## config.mk

```make
export PLATFORM = sky130hd
export DESIGN_NAME = muldiv_unit
export DESIGN_NICKNAME = d
export VERILOG_FILES = /design/src/rtl/mips_pkg.sv /design/src/rtl/muldiv_signctl.sv /design/src/rtl/muldiv_unit.sv
export SDC_FILE = /design/constraint.sdc
export NUM_CORES = 1
export LEC_CHECK = 0
export ABC_CLOCK_PERIOD_IN_PS = 10900
export CAP_MARGIN = 20
export CORE_MARGIN = 2
export CORE_UTILIZATION = 50
export CTS_CLUSTER_DIAMETER = 120
export CTS_CLUSTER_SIZE = 12
export DETAILED_ROUTE_END_ITERATION = 8
export PLACE_DENSITY = 0.71
export SLEW_MARGIN = 10
export SYNTH_ARGS = -nofsm -noshare
export SYNTH_HDL_FRONTEND = slang
export SYNTH_SLANG_ARGS = --single-unit
```

## constraint.sdc

```tcl
create_clock -name Clk -period 10.9 [get_ports Clk]
set_clock_uncertainty 0.2 [all_clocks]
set_input_delay 2.18 -clock Clk [delete_from_list [all_inputs] [get_ports Clk]]
set_output_delay 2.18 -clock Clk [all_outputs]
set_load 0.02 [all_outputs]
```

## src/rtl/mips_pkg.sv

```systemverilog
// rtl/mips_pkg.sv - shared types and constants for the multiply/divide unit
package mips_pkg;

    localparam int MULDIV_ITER = 32;

    typedef enum logic [1:0] {
        MULT  = 2'b00,
        MULTU = 2'b01,
        DIV   = 2'b10,
        DIVU  = 2'b11
    } muldiv_op_t;

    typedef enum logic [1:0] {
        IDLE = 2'b00,
        CALC = 2'b01,
        FIX  = 2'b10,
        DONE = 2'b11
    } muldiv_state_t;

    function automatic logic op_is_div(muldiv_op_t op);
        return (op == DIV) || (op == DIVU);
    endfunction

    function automatic logic op_is_signed(muldiv_op_t op);
        return (op == MULT) || (op == DIV);
    endfunction

endpackage

```

## src/rtl/muldiv_signctl.sv

```systemverilog
// rtl/muldiv_signctl.sv - conditional absolute value and conditional 32/64-bit negate
module muldiv_signctl (
    input  logic [31:0] a_i,
    input  logic [31:0] b_i,
    input  logic        abs_en_i,
    output logic [31:0] a_abs_o,
    output logic [31:0] b_abs_o,
    input  logic [63:0] val_i,
    input  logic        neg64_i,
    input  logic        neg_hi_i,
    input  logic        neg_lo_i,
    output logic [63:0] val_o
);

    // Operand magnitudes for signed ops; unsigned ops pass through untouched
    always_comb begin
        a_abs_o = (abs_en_i && a_i[31]) ? (~a_i + 32'd1) : a_i;
        b_abs_o = (abs_en_i && b_i[31]) ? (~b_i + 32'd1) : b_i;
    end

    // Result sign fixup: full 64-bit negate for products, independent halves for quotient/remainder
    always_comb begin
        val_o = val_i;
        if (neg64_i) begin
            val_o = ~val_i + 64'd1;
        end else begin
            if (neg_hi_i) begin
                val_o[63:32] = ~val_i[63:32] + 32'd1;
            end
            if (neg_lo_i) begin
                val_o[31:0] = ~val_i[31:0] + 32'd1;
            end
        end
    end

endmodule

```

## src/rtl/muldiv_unit.sv

```systemverilog
// rtl/muldiv_unit.sv - iterative MULT/MULTU/DIV/DIVU unit with HI/LO; optional MULDIV_EARLY_TERM_EN
module muldiv_unit
    import mips_pkg::*;
(
    input  logic        Clk,
    input  logic        Reset,
    input  logic        Start,
    input  logic [1:0]  Op,
    input  logic [31:0] A,
    input  logic [31:0] B,
    input  logic        HiWrite,
    input  logic        LoWrite,
    input  logic [31:0] WData,
    output logic        Busy,
    output logic        Done,
    output logic        DivZero,
    output logic [31:0] Hi,
    output logic [31:0] Lo
);

    muldiv_state_t state_q, state_d;
    muldiv_op_t    op_q, op_d;
    logic          sign_a_q, sign_a_d;
    logic          sign_b_q, sign_b_d;
    logic [4:0]    cnt_q, cnt_d;
    // Multiply: acc = running product, mcand = shifted multiplicand, mplier = remaining multiplier bits.
    // Divide:   acc[32:0] = partial remainder, mcand[31:0] = divisor, mplier = dividend shifting into quotient.
    logic [63:0]   acc_q, acc_d;
    logic [63:0]   mcand_q, mcand_d;
    logic [31:0]   mplier_q, mplier_d;
    logic [31:0]   hi_q, hi_d;
    logic [31:0]   lo_q, lo_d;
    logic          div_zero_q, div_zero_d;

    muldiv_op_t    start_op;
    logic          start_div;
    logic          start_signed;
    logic          cur_div;
    logic          cur_signed;
    logic [31:0]   a_abs, b_abs;
    logic [63:0]   fix_val, fix_res;
    logic [63:0]   mul_sum;
    logic [32:0]   div_shift, div_diff;
    logic          div_ge;
    logic          last_iter;
    logic          early_exit;

    assign start_op     = muldiv_op_t'(Op);
    assign start_div    = op_is_div(start_op);
    assign start_signed = op_is_signed(start_op);
    assign cur_div      = op_is_div(op_q);
    assign cur_signed   = op_is_signed(op_q);

    // Divide packs {remainder, quotient} so the same fixup path serves both op classes
    assign fix_val = cur_div ? {acc_q[31:0], mplier_q} : acc_q;

    muldiv_signctl u_signctl (
        .a_i      (A),
        .b_i      (B),
        .abs_en_i (start_signed),
        .a_abs_o  (a_abs),
        .b_abs_o  (b_abs),
        .val_i    (fix_val),
        .neg64_i  (!cur_div && cur_signed && (sign_a_q ^ sign_b_q)),
        .neg_hi_i (cur_div && cur_signed && sign_a_q),
        .neg_lo_i (cur_div && cur_signed && (sign_a_q ^ sign_b_q)),
        .val_o    (fix_res)
    );

    // One iteration step of shift-add multiply and restoring divide
    always_comb begin
        mul_sum   = acc_q + (mplier_q[0] ? mcand_q : 64'd0);
        div_shift = {acc_q[31:0], mplier_q[31]};
        div_diff  = div_shift - {1'b0, mcand_q[31:0]};
        div_ge    = !div_diff[32];
        last_iter = (cnt_q == 5'(MULDIV_ITER - 1));
`ifdef MULDIV_EARLY_TERM_EN
        // Once only bit 0 of the multiplier is left, this step finishes the product
        early_exit = !cur_div && (mplier_q[31:1] == 31'd0);
`else
        early_exit = 1'b0;
`endif
    end

    // Next-state and datapath control
    always_comb begin
        state_d    = state_q;
        op_d       = op_q;
        sign_a_d   = sign_a_q;
        sign_b_d   = sign_b_q;
        cnt_d      = cnt_q;
        acc_d      = acc_q;
        mcand_d    = mcand_q;
        mplier_d   = mplier_q;
        hi_d       = hi_q;
        lo_d       = lo_q;
        div_zero_d = div_zero_q;
        case (state_q)
            IDLE: begin
                if (HiWrite) begin
                    hi_d = WData;
                end
                if (LoWrite) begin
                    lo_d = WData;
                end
                if (Start) begin
                    op_d     = start_op;
                    sign_a_d = start_signed && A[31];
                    sign_b_d = start_signed && B[31];
                    cnt_d    = 5'd0;
                    acc_d    = 64'd0;
                    if (start_div && (B == 32'd0)) begin
                        // Result is known immediately; skip straight to the done pulse
                        hi_d       = A;
                        lo_d       = 32'hFFFF_FFFF;
                        div_zero_d = 1'b1;
                        state_d    = DONE;
                    end else begin
                        div_zero_d = 1'b0;
                        state_d    = CALC;
                        if (start_div) begin
                            mcand_d  = {32'd0, b_abs};
                            mplier_d = a_abs;
                        end else begin
                            mcand_d  = {32'd0, a_abs};
                            mplier_d = b_abs;
                        end
                    end
                end
            end
            CALC: begin
                cnt_d = cnt_q + 5'd1;
                if (cur_div) begin
                    acc_d    = {31'd0, (div_ge ? div_diff : div_shift)};
                    mplier_d = {mplier_q[30:0], div_ge};
                end else begin
                    acc_d    = mul_sum;
                    mcand_d  = {mcand_q[62:0], 1'b0};
                    mplier_d = {1'b0, mplier_q[31:1]};
                end
                if (last_iter || early_exit) begin
                    state_d = FIX;
                end
            end
            FIX: begin
                hi_d    = fix_res[63:32];
                lo_d    = fix_res[31:0];
                state_d = DONE;
            end
            DONE: begin
                state_d = IDLE;
            end
            default: begin
                state_d = IDLE;
            end
        endcase
    end

    // State and architectural registers; reset aborts any operation and clears HI/LO
    always_ff @(posedge Clk or negedge Reset) begin
        if (!Reset) begin
            state_q    <= IDLE;
            op_q       <= MULT;
            sign_a_q   <= 1'b0;
            sign_b_q   <= 1'b0;
            cnt_q      <= 5'd0;
            acc_q      <= 64'd0;
            mcand_q    <= 64'd0;
            mplier_q   <= 32'd0;
            hi_q       <= 32'd0;
            lo_q       <= 32'd0;
            div_zero_q <= 1'b0;
        end else begin
            state_q    <= state_d;
            op_q       <= op_d;
            sign_a_q   <= sign_a_d;
            sign_b_q   <= sign_b_d;
            cnt_q      <= cnt_d;
            acc_q      <= acc_d;
            mcand_q    <= mcand_d;
            mplier_q   <= mplier_d;
            hi_q       <= hi_d;
            lo_q       <= lo_d;
            div_zero_q <= div_zero_d;
        end
    end

    assign Busy    = (state_q != IDLE);
    assign Done    = (state_q == DONE);
    assign DivZero = div_zero_q;
    assign Hi      = hi_q;
    assign Lo      = lo_q;

endmodule
```

==> impl_metrics.ini <==
[global_routing]
grt_pass1_vias = 20180
overflow = 0
grt_first_pass_wirelength_um = 117200
grt_usage = 0.3361
grt_max_degree = 115
antenna_found_initial = 0

[die]
die_h_um = 210.8
die-width_um = 210.8
dieArea_sq_um = 44420
pin_count = 170
rows = 75
start_util = 0.5085
core_sq_um = 42040

[critical_path]
crit_start = B[7]
crit_fanout = 30
reg2regPathDepth = 13
worstPathRequired_ns = 11.17
cp-end-kind = flip-flop
worstSetupStartpointType = input port
criticalPathCategory = input port to flip-flop
critPathMostFrequentCell = buf_4
critPathSlowestCell = nor4b_2
r2r_start = op_q[1]
cp.arrival_ns = 6.32
r2r-end = Hi[31]
cp_cell_sequence = clkdlybuf4s50_1, nor3_1, nor4b_2, nand3_1, nor2_4, and2_1, buf_4, nor2_1, nor2_2, buf_4, o22ai_1, o21ai_0
r2r_slack_ns = 4.98
worstSetupEndpoint = Lo[31]
critical-path-max-stage-delay_ns = 0.56

[placement]
io_buffers = 169
place.gp.congestion = 1.005
pre_cts_ws_ns = 4.435
hpwlAfterDp_um = 58260
dpl_cell_area_sq_um = 23250

[run]
maxCapViolCount = 0

[detailed_routing]
dr.first_iter.drc_count = 2224
wl_per_cell_um = 23.35
drt.antenna.violating_nets = 0
firstDrtPassIters = 9
vias = 21210
drc = 0
vias_per_cell = 6.466
wl_um = 76580

[synthesis]
syn-num-nets = 2908
synth_top_flop_cell = dfrtp_1
ys_seq_area_frac = 0.2763
synth_cell_type_count = 88
syn_area_per_cell_sq_um = 7.926
synth-edff-count = 0
synth_warnings = 0
ys_async_sr_fraction = 1.000
syn_inst = 2697
synthesis.area_sq_um = 21380
synth_seq_cells = 236

[clock_network]
clockBufferDepth = 3
ctsResizeCount = 0
clock_sinks = 236
cts_tree = yes
cts_buffers = 23
cts_max_level = 1
cts-root-buf = clkbuf_16
clk_pin_slew_ns = 0.07
postCtsHoldBufs = 0
insertion_delay_ns = 0.56
postCtsSetupRepairBufs = 0

[layout]
layout-drive-gt1-share = 0.05071
area_growth_pct = 11.70
stdcell_area_sq_um = 23880
nets = 2951
diodes = 0

[pwr]
p_total_uw = 6842
p_leak_uw = 0.01029
ir_drop_mv = 0.1916
power_density_nw_per_um2 = 286.5

[timing]
hold_viol_final = 0
layout_setup_ws_ns = 4.855
max-slew-margin-rel = 0.3087
slew_violations = 0
max_slew.worst_pin.slew_ns = 1.037
rsz0062_at_grt = false
finalCritPeriodShare = 0.5546
min_period_ns = 6.045
fmax_mhz = 165.4
setup_violations = 0
tns_ns = 0

[worst_hold_path]
hp-class = flip-flop to flip-flop

[run_status]
status = finished, final reports clean
## synth_stat cells (16+ instances only)
| cell | count | area, sq um |
|---|---|---|
| nand2_1 | 300 | 1126 |
| xor2_1 | 104 | 910.9 |
| a21oi_1 | 250 | 1251 |
| nand4_1 | 16 | 100.1 |
| ha_1 | 106 | 1326 |
| a31oi_1 | 20 | 125.1 |
| o21ai_1 | 28 | 140.1 |
| o21ai_0 | 233 | 1166 |
| a211oi_1 | 56 | 420.4 |
| and3_1 | 21 | 131.4 |
| clkbuf_1 | 128 | 480.5 |
| inv_1 | 78 | 292.8 |
| xnor2_1 | 97 | 849.6 |
| a21o_1 | 55 | 412.9 |
| nor2b_1 | 18 | 112.6 |
| nor3_1 | 68 | 340.3 |
| buf_1 | 16 | 60.06 |
| o221ai_1 | 32 | 280.3 |
| o22ai_1 | 16 | 100.1 |
| o21bai_1 | 19 | 142.6 |
| nor2_1 | 193 | 724.4 |
| o31ai_1 | 23 | 172.7 |
| mux2i_1 | 118 | 1181 |
| nand3_1 | 69 | 345.3 |
| buf_2 | 26 | 130.1 |
| and2_1 | 84 | 525.5 |
| a22o_1 | 34 | 297.8 |
| o211ai_1 | 17 | 127.6 |
| mux2_2 | 19 | 214.0 |
| dfrtp_1 | 236 | 5906 |
| nand2b_1 | 21 | 131.4 |
| a221oi_2 | 21 | 315.3 |
## where the power goes
group | leakage [uW] | internal (uW) | switching, uW
combinational | 0.00699 | 1700 | 2730
clock | 0.000303 | 398 | 362
sequential | 0.00299 | 1190 | 459
## stage by stage
| stage | cells | hold WS, ns | utilization |
|---|---|---|---|
| after global routing | 3280 | 0.3232 | 0.5680 |
| after detailed placement | 3253 | 0.2757 | 0.5530 |
| after CTS | 3279 | 0.2894 | 0.5677 |
| final | 3280 | 0.2854 | 0.5680 |
| after global placement | 3253 | 0.2722 | 0.5530 |
| after floorplan | 2697 | 0.2533 | - |
## metal layers
layer	routed length, um	global-route usage	part of all wire
met3	5313	0.03821	0.069
met4	3471	0.1370	0.045
met1	31310	0.4368	0.41
met5	0	0	0
met2	36480	0.5704	0.48
## sequential cells by signal, summed over array words and instances, names as in the netlist, 2 cells and up
signal / cells
Hi: 32
Lo: 32
acc_q: 64
cnt_q: 5
mcand_q: 64
mplier_q: 32
op_q: 2
state_q: 2
## critical path: cells and delay by family
family          cells  cell delay (ns)
simple gates        7             2.62
compound gates      2             0.28
buf+inv             3             1.20
## placed cells by master (no fill, tap or decap), types with 13 or more instances in the layout
cell type	synthesis	layout
xor2_1	104	104
nor3b_1	13	13
o221ai_1	32	32
o211ai_1	17	17
ha_1	106	103
o21ai_1	28	27
clkbuf_16	0	23
o21a_1	13	13
o31ai_1	23	23
a22o_1	34	34
a21oi_1	250	249
nand4_1	16	16
nor2b_1	18	18
clkdlybuf4s50_1	0	167
a221oi_2	21	21
and2_1	84	84
o22ai_1	16	16
a211oi_1	56	56
o21bai_1	19	19
dfrtp_1	236	235
o21ai_0	233	233
buf_4	5	27
nand2b_1	21	21
mux2_2	19	19
nand2_1	300	299
and3_1	21	21
mux2i_1	118	118
nand3_1	69	69
xnor2_1	97	97
nor3_1	68	68
inv_1	78	77
a31oi_1	20	20
a21o_1	55	55
nor2_1	193	191
## area by class of cell
| cell class | count | area [sq um] |
|---|---|---|
| fillers | 3936 | 18160 |
| multi-input cells | 2204 | 14480 |
| flip-flops and latches | 236 | 5909 |
| repair buffers | 197 | 1907 |
| well taps | 539 | 674.4 |
| clock buffers | 24 | 579.3 |
| inverters | 78 | 292.8 |
| clock inverters | 2 | 38.79 |
## logic make-up (layout without fill, tap and decap cells)
kind of cell / after synthesis / count (layout) / synth area share
muxes: 138 / 138 / 0.06591
and+or+nand+nor: 864 / 864 / 0.1940
DFF: 236 / 236 / 0.2763
AOI/OAI and AO/OA: 893 / 893 / 0.2687
adders and majority gates: 108 / 108 / 0.06392
buffers and inverters: 257 / 301 / 0.04893
xor gates and xnor gates: 201 / 201 / 0.08235
## worst min-delay path by stage
stage | startpoint | end | slack [ns] | cells past startpoint
2_1_floorplan | mcand_q[62] | mcand_q[62] | 0.25 | 2
4_1_cts | mcand_q[37] | mcand_q[37] | 0.29 | 2
3_3_place_gp | mcand_q[39] | mcand_q[39] | 0.27 | 2
3_5_place_dp | mcand_q[37] | mcand_q[37] | 0.28 | 2
5_1_grt | mcand_q[49] | mcand_q[49] | 0.32 | 2
6_report | mcand_q[37] | mcand_q[37] | 0.29 | 2
(Power assumes the default switching activity.)
